### config.mk
export PLATFORM = sky130hd
export DESIGN_NAME = phys_reg_file_flat
export DESIGN_NICKNAME = d
export VERILOG_FILES = /design/src/rtl/phys_reg_file_if.sv /design/src/rtl/phys_reg_file.sv /design/src/flat_wrapper.sv
export SDC_FILE = /design/constraint.sdc
export NUM_CORES = 1
export LEC_CHECK = 0
export ABC_AREA = 1
export BUFFER_PORTS_ARGS = -buffer_cell sky130_fd_sc_hd__buf_2
export CAP_MARGIN = 10
export CORE_ASPECT_RATIO = 1.4
export CORE_MARGIN = 3
export CORE_UTILIZATION = 35
export DETAILED_ROUTE_END_ITERATION = 16
export PLACE_DENSITY = 0.56
export SKIP_CTS_REPAIR_TIMING = 1
export SYNTH_ARGS = -nofsm -noshare
export SYNTH_HDL_FRONTEND = slang
export SYNTH_SLANG_ARGS = --single-unit
### constraint.sdc
create_clock -name clk -period 3.7 [get_ports clk]
set_input_delay 0.37 -clock clk [delete_from_list [all_inputs] [get_ports clk]]
set_output_delay 0.37 -clock clk [all_outputs]
set_load 0.02 [all_outputs]
### src/rtl/phys_reg_file_if.sv
// Bundles the read, write and dump signals of the physical register file.
// The master drives indices, write data and dump handshake inputs; the slave is the register file.
interface phys_reg_file_if #(
  parameter int DATA_W = 8,
  parameter int ADDR_W = 2
);
  logic [ADDR_W-1:0] rd1_addr;
  logic [ADDR_W-1:0] rd2_addr;
  logic [ADDR_W-1:0] rd0_addr;
  logic [DATA_W-1:0] rd1_data;
  logic [DATA_W-1:0] rd2_data;
  logic [DATA_W-1:0] rd0_data;

  logic              wr_en;
  logic [ADDR_W-1:0] wr_addr;
  logic [DATA_W-1:0] wr_data;

  logic              dump_req;
  logic              dump_ready;
  logic              dump_valid;
  logic [ADDR_W-1:0] dump_addr;
  logic [DATA_W-1:0] dump_data;
  logic              busy;

  modport master (
    output rd1_addr, rd2_addr, rd0_addr,
    output wr_en, wr_addr, wr_data,
    output dump_req, dump_ready,
    input  rd1_data, rd2_data, rd0_data,
    input  dump_valid, dump_addr, dump_data, busy
  );

  modport slave (
    input  rd1_addr, rd2_addr, rd0_addr,
    input  wr_en, wr_addr, wr_data,
    input  dump_req, dump_ready,
    output rd1_data, rd2_data, rd0_data,
    output dump_valid, dump_addr, dump_data, busy
  );
endinterface

### src/rtl/phys_reg_file.sv
// Physical register file behind the register mapper: one-entry write-back buffer with full
// read bypass, plus a handshaked engine that streams every register out for debug.
module phys_reg_file #(
  parameter int DATA_W = 8,
  parameter int NREG   = 4,
  parameter int ADDR_W = $clog2(NREG)
) (
  input logic             clk,
  input logic             reset,
  phys_reg_file_if.slave  bus
);

  localparam logic [0:0] IDLE = 1'b0;
  localparam logic [0:0] DUMP = 1'b1;
  localparam logic [ADDR_W-1:0] LAST_IDX = ADDR_W'(NREG - 1);

  logic [DATA_W-1:0] regs [NREG];
  logic              wb_valid;
  logic [ADDR_W-1:0] wb_addr;
  logic [DATA_W-1:0] wb_data;
  logic [0:0]        state;
  logic [ADDR_W-1:0] dump_idx;

  // A pending buffer entry commits while a new write may load in the same edge, so writes never stall.
  always_ff @(posedge clk or posedge reset) begin
    if (reset) begin
      for (int i = 0; i < NREG; i++) begin
        regs[i] <= '0;
      end
      wb_valid <= 1'b0;
      wb_addr  <= '0;
      wb_data  <= '0;
    end else begin
      if (wb_valid) begin
        regs[wb_addr] <= wb_data;
      end
      wb_valid <= bus.wr_en;
      if (bus.wr_en) begin
        wb_addr <= bus.wr_addr;
        wb_data <= bus.wr_data;
      end
    end
  end

  assign bus.rd1_data  = (wb_valid && wb_addr == bus.rd1_addr) ? wb_data : regs[bus.rd1_addr];
  assign bus.rd2_data  = (wb_valid && wb_addr == bus.rd2_addr) ? wb_data : regs[bus.rd2_addr];
  assign bus.rd0_data  = (wb_valid && wb_addr == bus.rd0_addr) ? wb_data : regs[bus.rd0_addr];
  assign bus.dump_data = (wb_valid && wb_addr == dump_idx)     ? wb_data : regs[dump_idx];

  // Dump requests arriving mid-dump are dropped; the last accepted beat returns the engine to idle.
  always_ff @(posedge clk or posedge reset) begin
    if (reset) begin
      state    <= IDLE;
      dump_idx <= '0;
    end else begin
      case (state)
        IDLE: begin
          if (bus.dump_req) begin
            state    <= DUMP;
            dump_idx <= '0;
          end
        end
        DUMP: begin
          if (bus.dump_ready) begin
            if (dump_idx == LAST_IDX) begin
              state    <= IDLE;
              dump_idx <= '0;
            end else begin
              dump_idx <= dump_idx + ADDR_W'(1);
            end
          end
        end
        default: begin
          state    <= IDLE;
          dump_idx <= '0;
        end
      endcase
    end
  end

  assign bus.busy       = (state == DUMP);
  assign bus.dump_valid = (state == DUMP);
  assign bus.dump_addr  = dump_idx;

endmodule

### src/flat_wrapper.sv
// flat-port wrapper written by rule: the top's interface ports become plain ports
module phys_reg_file_flat 
#(
  parameter int DATA_W = 8,
  parameter int NREG   = 4,
  parameter int ADDR_W = $clog2(NREG)
)
  (clk, reset, bus_rd1_addr, bus_rd2_addr, bus_rd0_addr, bus_wr_en, bus_wr_addr, bus_wr_data, bus_dump_req, bus_dump_ready, bus_rd1_data, bus_rd2_data, bus_rd0_data, bus_dump_valid, bus_dump_addr, bus_dump_data, bus_busy);
  phys_reg_file_if #(.DATA_W(DATA_W), .ADDR_W(ADDR_W)) bus_i ();
  input logic clk;
  input logic reset;
  input wire logic [$bits(bus_i.rd1_addr)-1:0] bus_rd1_addr;
  input wire logic [$bits(bus_i.rd2_addr)-1:0] bus_rd2_addr;
  input wire logic [$bits(bus_i.rd0_addr)-1:0] bus_rd0_addr;
  input wire logic [$bits(bus_i.wr_en)-1:0] bus_wr_en;
  input wire logic [$bits(bus_i.wr_addr)-1:0] bus_wr_addr;
  input wire logic [$bits(bus_i.wr_data)-1:0] bus_wr_data;
  input wire logic [$bits(bus_i.dump_req)-1:0] bus_dump_req;
  input wire logic [$bits(bus_i.dump_ready)-1:0] bus_dump_ready;
  output wire logic [$bits(bus_i.rd1_data)-1:0] bus_rd1_data;
  output wire logic [$bits(bus_i.rd2_data)-1:0] bus_rd2_data;
  output wire logic [$bits(bus_i.rd0_data)-1:0] bus_rd0_data;
  output wire logic [$bits(bus_i.dump_valid)-1:0] bus_dump_valid;
  output wire logic [$bits(bus_i.dump_addr)-1:0] bus_dump_addr;
  output wire logic [$bits(bus_i.dump_data)-1:0] bus_dump_data;
  output wire logic [$bits(bus_i.busy)-1:0] bus_busy;
  assign bus_i.rd1_addr = bus_rd1_addr;
  assign bus_i.rd2_addr = bus_rd2_addr;
  assign bus_i.rd0_addr = bus_rd0_addr;
  assign bus_i.wr_en = bus_wr_en;
  assign bus_i.wr_addr = bus_wr_addr;
  assign bus_i.wr_data = bus_wr_data;
  assign bus_i.dump_req = bus_dump_req;
  assign bus_i.dump_ready = bus_dump_ready;
  assign bus_rd1_data = bus_i.rd1_data;
  assign bus_rd2_data = bus_i.rd2_data;
  assign bus_rd0_data = bus_i.rd0_data;
  assign bus_dump_valid = bus_i.dump_valid;
  assign bus_dump_addr = bus_i.dump_addr;
  assign bus_dump_data = bus_i.dump_data;
  assign bus_busy = bus_i.busy;
  phys_reg_file #(.DATA_W(DATA_W), .NREG(NREG), .ADDR_W(ADDR_W)) u_core (.clk(clk), .reset(reset), .bus(bus_i));
endmodule
## Word-level counts from Yosys, hierarchy flattened

Index checks and enable logic that the tools add are counted.

| storage, ports and cells | value |
|---|---|
| register bits | 46 |
| input bits | 21 |
| output and inout bits | 36 |
| word-level logic and storage cells | 62 |

| cells by class | value |
|---|---|
| add/subtract/negate cells | 1 |
| $lt $le $gt $ge | 6 |
| equality and inequality tests | 7 |
| multiplexer cells | 27 |
| bitwise operators | 6 |
| reductions and logical operators | 6 |

Operator list:

| cell | number |
|---|---|
| $mux W8 | 13 |
| $bmux W8 S2 | 4 |
| $bwmux W32 | 1 |
| $demux W8 S2 | 1 |
| $ge A3 B3 Y1 const B | 5 |
| $not A2 Y3 | 5 |
| $eq A2 B2 Y1 | 4 |
| $mux W2 | 3 |
| $logic_and A1 B1 Y1 | 5 |
| $ne A2 B2 Y1 const B | 2 |
| $pmux W2 S2 | 1 |
| $lt A3 B1 Y1 const B | 1 |
| $mux W1 | 3 |
| $add A2 B1 Y2 const B | 1 |
| $eq A2 B2 Y1 const B | 1 |
| $pmux W1 S2 | 1 |
| $reduce_and A2 Y1 | 1 |
| $not A1 Y1 | 1 |

## Depth between registers and ports, before layout

| depth | value |
|---|---|
| word-level depth | 6 |
| gate-level depth with buffers | 8 |
| depth with buffers taken out | 6 |

## Worst setup path after synthesis

Ideal clock, no wire load.

| path | value |
|---|---|
| path type | flip-flop to output port |
| from | reg u_core.dump_idx[1], in the netlist u_core.bus.dump_addr[1] |
| to | out bus_dump_data[0] |
| data arrival time | 1329 ps |
| data required time | 3330 ps |
| path slack | 2001 ps |
| stages on the path, launching flop included | 8 |
| buffers on the path | 2 |
| cells stage by stage | dfrtp_1 > buf_4 > inv_2 > buf_2 > nand2_2 > nand3_2 > nand2_1 > nand2_1 |

| on the way | value |
|---|---|
| longest elaborated chain between the ends | 5 |
| elaborated cells on any way between the ends | 7 |
| those cells by class | 1 x eq/ne; 4 x mux; 1 x bitwise; 1 x reduce/logical |

Ends and longest elaborated chain:

| item | RTL line | source |
|---|---|---|
| from (decl) | phys_reg_file.sv:22 | `logic [ADDR_W-1:0] dump_idx;` |
| from (signal assigned) | phys_reg_file.sv:69 | `dump_idx <= dump_idx + ADDR_W'(1);` |
| $not A2 Y3 (not written as such) | phys_reg_file.sv:48 | `assign bus.dump_data = (wb_valid && wb_addr == dump_idx) ? wb_data : regs[dump_idx];` |
| $bmux W8 S2 | phys_reg_file.sv:48 |  |
| $mux W8 (not written as such) (2 in series) | phys_reg_file.sv:48 |  |
| $mux W8 (*) | phys_reg_file.sv:48 |  |
| to (decl) | flat_wrapper.sv:25 | `output wire logic [$bits(bus_i.dump_data)-1:0] bus_dump_data;` |

Every way passes the cells marked *; elsewhere a longest branch is shown, timed or not. The select of a mux whose other input is x is not followed.

## Worst setup path in the final report

| path | value |
|---|---|
| from | reg u_core.dump_idx[0], in the netlist u_core.bus.dump_addr[0] |
| to | out bus_dump_data[1] |

Same word-level chain as after synthesis.

==> impl_metrics.tcl <==
set metrics [dict create \
    synth_top_area_share_pct 33.1 \
    initial_core_util_pct 36.4 \
    crit_fanout 22 \
    setup_violations 0 \
    clk_pin_slew_worst_paths_ns 0.06 \
    finalMaxSlewViolations 0 \
    yosysTopAreaCell "dfrtp_1" \
    die_height_microns 124 \
    pwr_density_cell_nw_per_um2 627 \
    netlist_area_sq_um 3480 \
    grt_pass1_vias 3536 \
    setup_tns_ns 0 \
    drt-wirelength-per-cell_microns 15.4 \
    antenna_found_initial 0 \
    seq_area_frac_synth_pct 33.1 \
    cts_tree "yes" \
    yosysWarnings 0 \
    syn_area_per_cell_sq_um 6.09 \
    crit_type "flop to primary output" \
    die_width_microns 90.2 \
    drt_iter0_markers 312 \
    syn_inst 571 \
    grt_first_pass_wirelength_microns 18200 \
    fin_crit_ns 2.44 \
    max_clock_freq_mhz 409 \
    syn_nets 593 \
    gp_congestion 0.920 \
    cts_sinks 46 \
    port-buffer-count 56 \
    fin_ws_ns 1.26 \
    die_area_sq_um 11200 \
    hpwl_microns 9030 \
    nets 631 \
    worst_slew_pin_slew_ns 0.925 \
    antenna_cells 0 \
    worstHoldPathType "primary input to asynchronous set/reset pin" \
    drive_gt1_share_pct 13.6 \
    pre_cts_ws_ns 1.35 \
    synthTopCellsByArea "dfrtp_1 33%, nand2_1 31%, nand3_1 9.9%" \
    ys_ff_latch 46 \
    clockBufferDepth 2 \
    first_pass_iters 5 \
    routed_wl_microns 11400 \
    ant_nets 0 \
    synthToLayoutAreaGrowth_pct 13.5 \
    num_vias 3816 \
    fin_skew_ns 0.00675 \
    drc 0 \
    crit_required_ns 3.33 \
    grt_usage_pct 20.7 \
    cts_buffers 5 \
    peakVddDrop_uv 243 \
    grt_max_degree 47 \
    row_count 42 \
    drv_cap 0 \
    hold_viol 0 \
    rsz0062_at_grt "false" \
    cp-start-kind "flop" \
    status "finished clean" \
    fp.coreArea_sq_um 9560 \
    avgViaCountPerCell 5.14 \
    ios 57 \
    yosysUniqueCellTypes 19 \
    overflow 0 \
    slew_headroom_pct 38.3 \
    clock_latency_ns 0.28 \
    end_kind "primary output" \
    cts_htree_levels 2 \
    timing.final.crit_share_pct 66.1 \
    root_buffer "clkbuf_16" \
    arrival_ns 2.07 \
    p_leak_nw 2.25 \
]
-- cells in the final DEF, fill, tap and decap left out, drive strengths merged --
cell / netlist / layout
a31oi: 1 / 1
a21oi: 1 / 1
dfrtp: 46 / 46
nand2: 292 / 292
nand3: 73 / 73
inv: 48 / 48
ha: 1 / 1
nor2: 3 / 3
buf: 21 / 57
bufinv: 0 / 1
o21ai: 44 / 44
nand4: 32 / 32
clkinv: 4 / 6
clkbuf: 5 / 5
-- where the power goes --
part           internal, mW  switching [mW]  leakage (nW)  total (mW)
clock network         0.316           0.178        0.0836       0.493
logic                 0.370           0.907          1.59        1.28
registers             0.612          0.0918         0.573       0.703
-- path summary, 6_finish.rpt --
check / cells past startpoint / endpoint / slack [ns] / startpoint
worst max-delay path: 8 / bus_dump_data[1] / 1.26 / u_core.bus.dump_addr[0]
worst min-delay path: 2 / u_core.regs[9] / 0.29 / reset
worst max register to register: 3 / u_core.regs[9] / 2.12 / u_core.wb_addr[0]
worst min register to register: 2 / u_core.regs[26] / 0.48 / u_core.regs[26]
max in group asynchronous: 2 / u_core.wb_addr[1] / 2.82 / reset
min in group clk: 3 / u_core.wb_data[0] / 0.29 / bus_wr_data[0]
-- per-layer routing --
layer	part of all wire (%)	up-vias	global-route usage, %
met5	0	-	0
li1	-	1912	-
met2	49	111	35.4
met3	3.7	32	1.63
met4	6.0	0	13.3
met1	42	1761	25.4
-- synthesized netlist by cell type, drive strengths merged --
cell type / n
dfrtp: 46
a31oi: 1
nand4: 32
nor2: 3
ha: 1
clkbuf: 5
a21oi: 1
buf: 21
nand3: 73
o21ai: 44
nand2: 292
clkinv: 4
inv: 48
-- cell type report --
| type | instances | area [sq um] |
|---|---|---|
| repair buffers | 57 | 288 |
| inverters | 52 | 195 |
| multi-input cells | 447 | 1980 |
| well taps | 132 | 165 |
| fillers | 1047 | 5620 |
| flip-flops and latches | 46 | 1150 |
| clock inverters | 3 | 40.0 |
| clock buffers | 5 | 125 |
-- sequential cells by signal (all words and copies together), names as in the netlist --
| signal | cells |
|---|---|
| u_core.wb_valid | 1 |
| u_core.bus.dump_addr | 2 |
| u_core.regs | 32 |
| u_core.bus.busy | 1 |
| u_core.wb_addr | 2 |
| u_core.wb_data | 8 |
-- through the flow --
stage | hold slack (ns) | util, % | std cells | instance area [sq um] | power, mW
after floorplan | 0.401 | - | 571 | 3480 | 1.59
after global placement | 0.465 | 39.5 | 734 | 3780 | 1.95
after detailed placement | 0.473 | 39.5 | 734 | 3780 | 1.98
after CTS | 0.288 | 41.3 | 742 | 3950 | 2.48
after global routing | 0.303 | 41.3 | 742 | 3950 | 2.68
final | 0.290 | 41.3 | 742 | 3950 | 2.47
-- worst max-delay path, stage by stage (launching register included) --
cell and delay (ns):
dfrtp_1 0.32, buf_4 0.23, clkinv_1 0.40, nand2_1 0.20, nand2_2 0.14, nand3_2 0.16
nand2_1 0.08, nand2_1 0.08, buf_2 0.16
-- logic make-up after synthesis --
family	Yosys count	synth area share, %
flops	46	33.1
simple gates	400	50.0
compound gates	46	6.66
fa+ha+maj	1	0.360
buf+inv	78	9.90
Note: power is estimated with default switching activity, not from simulation.
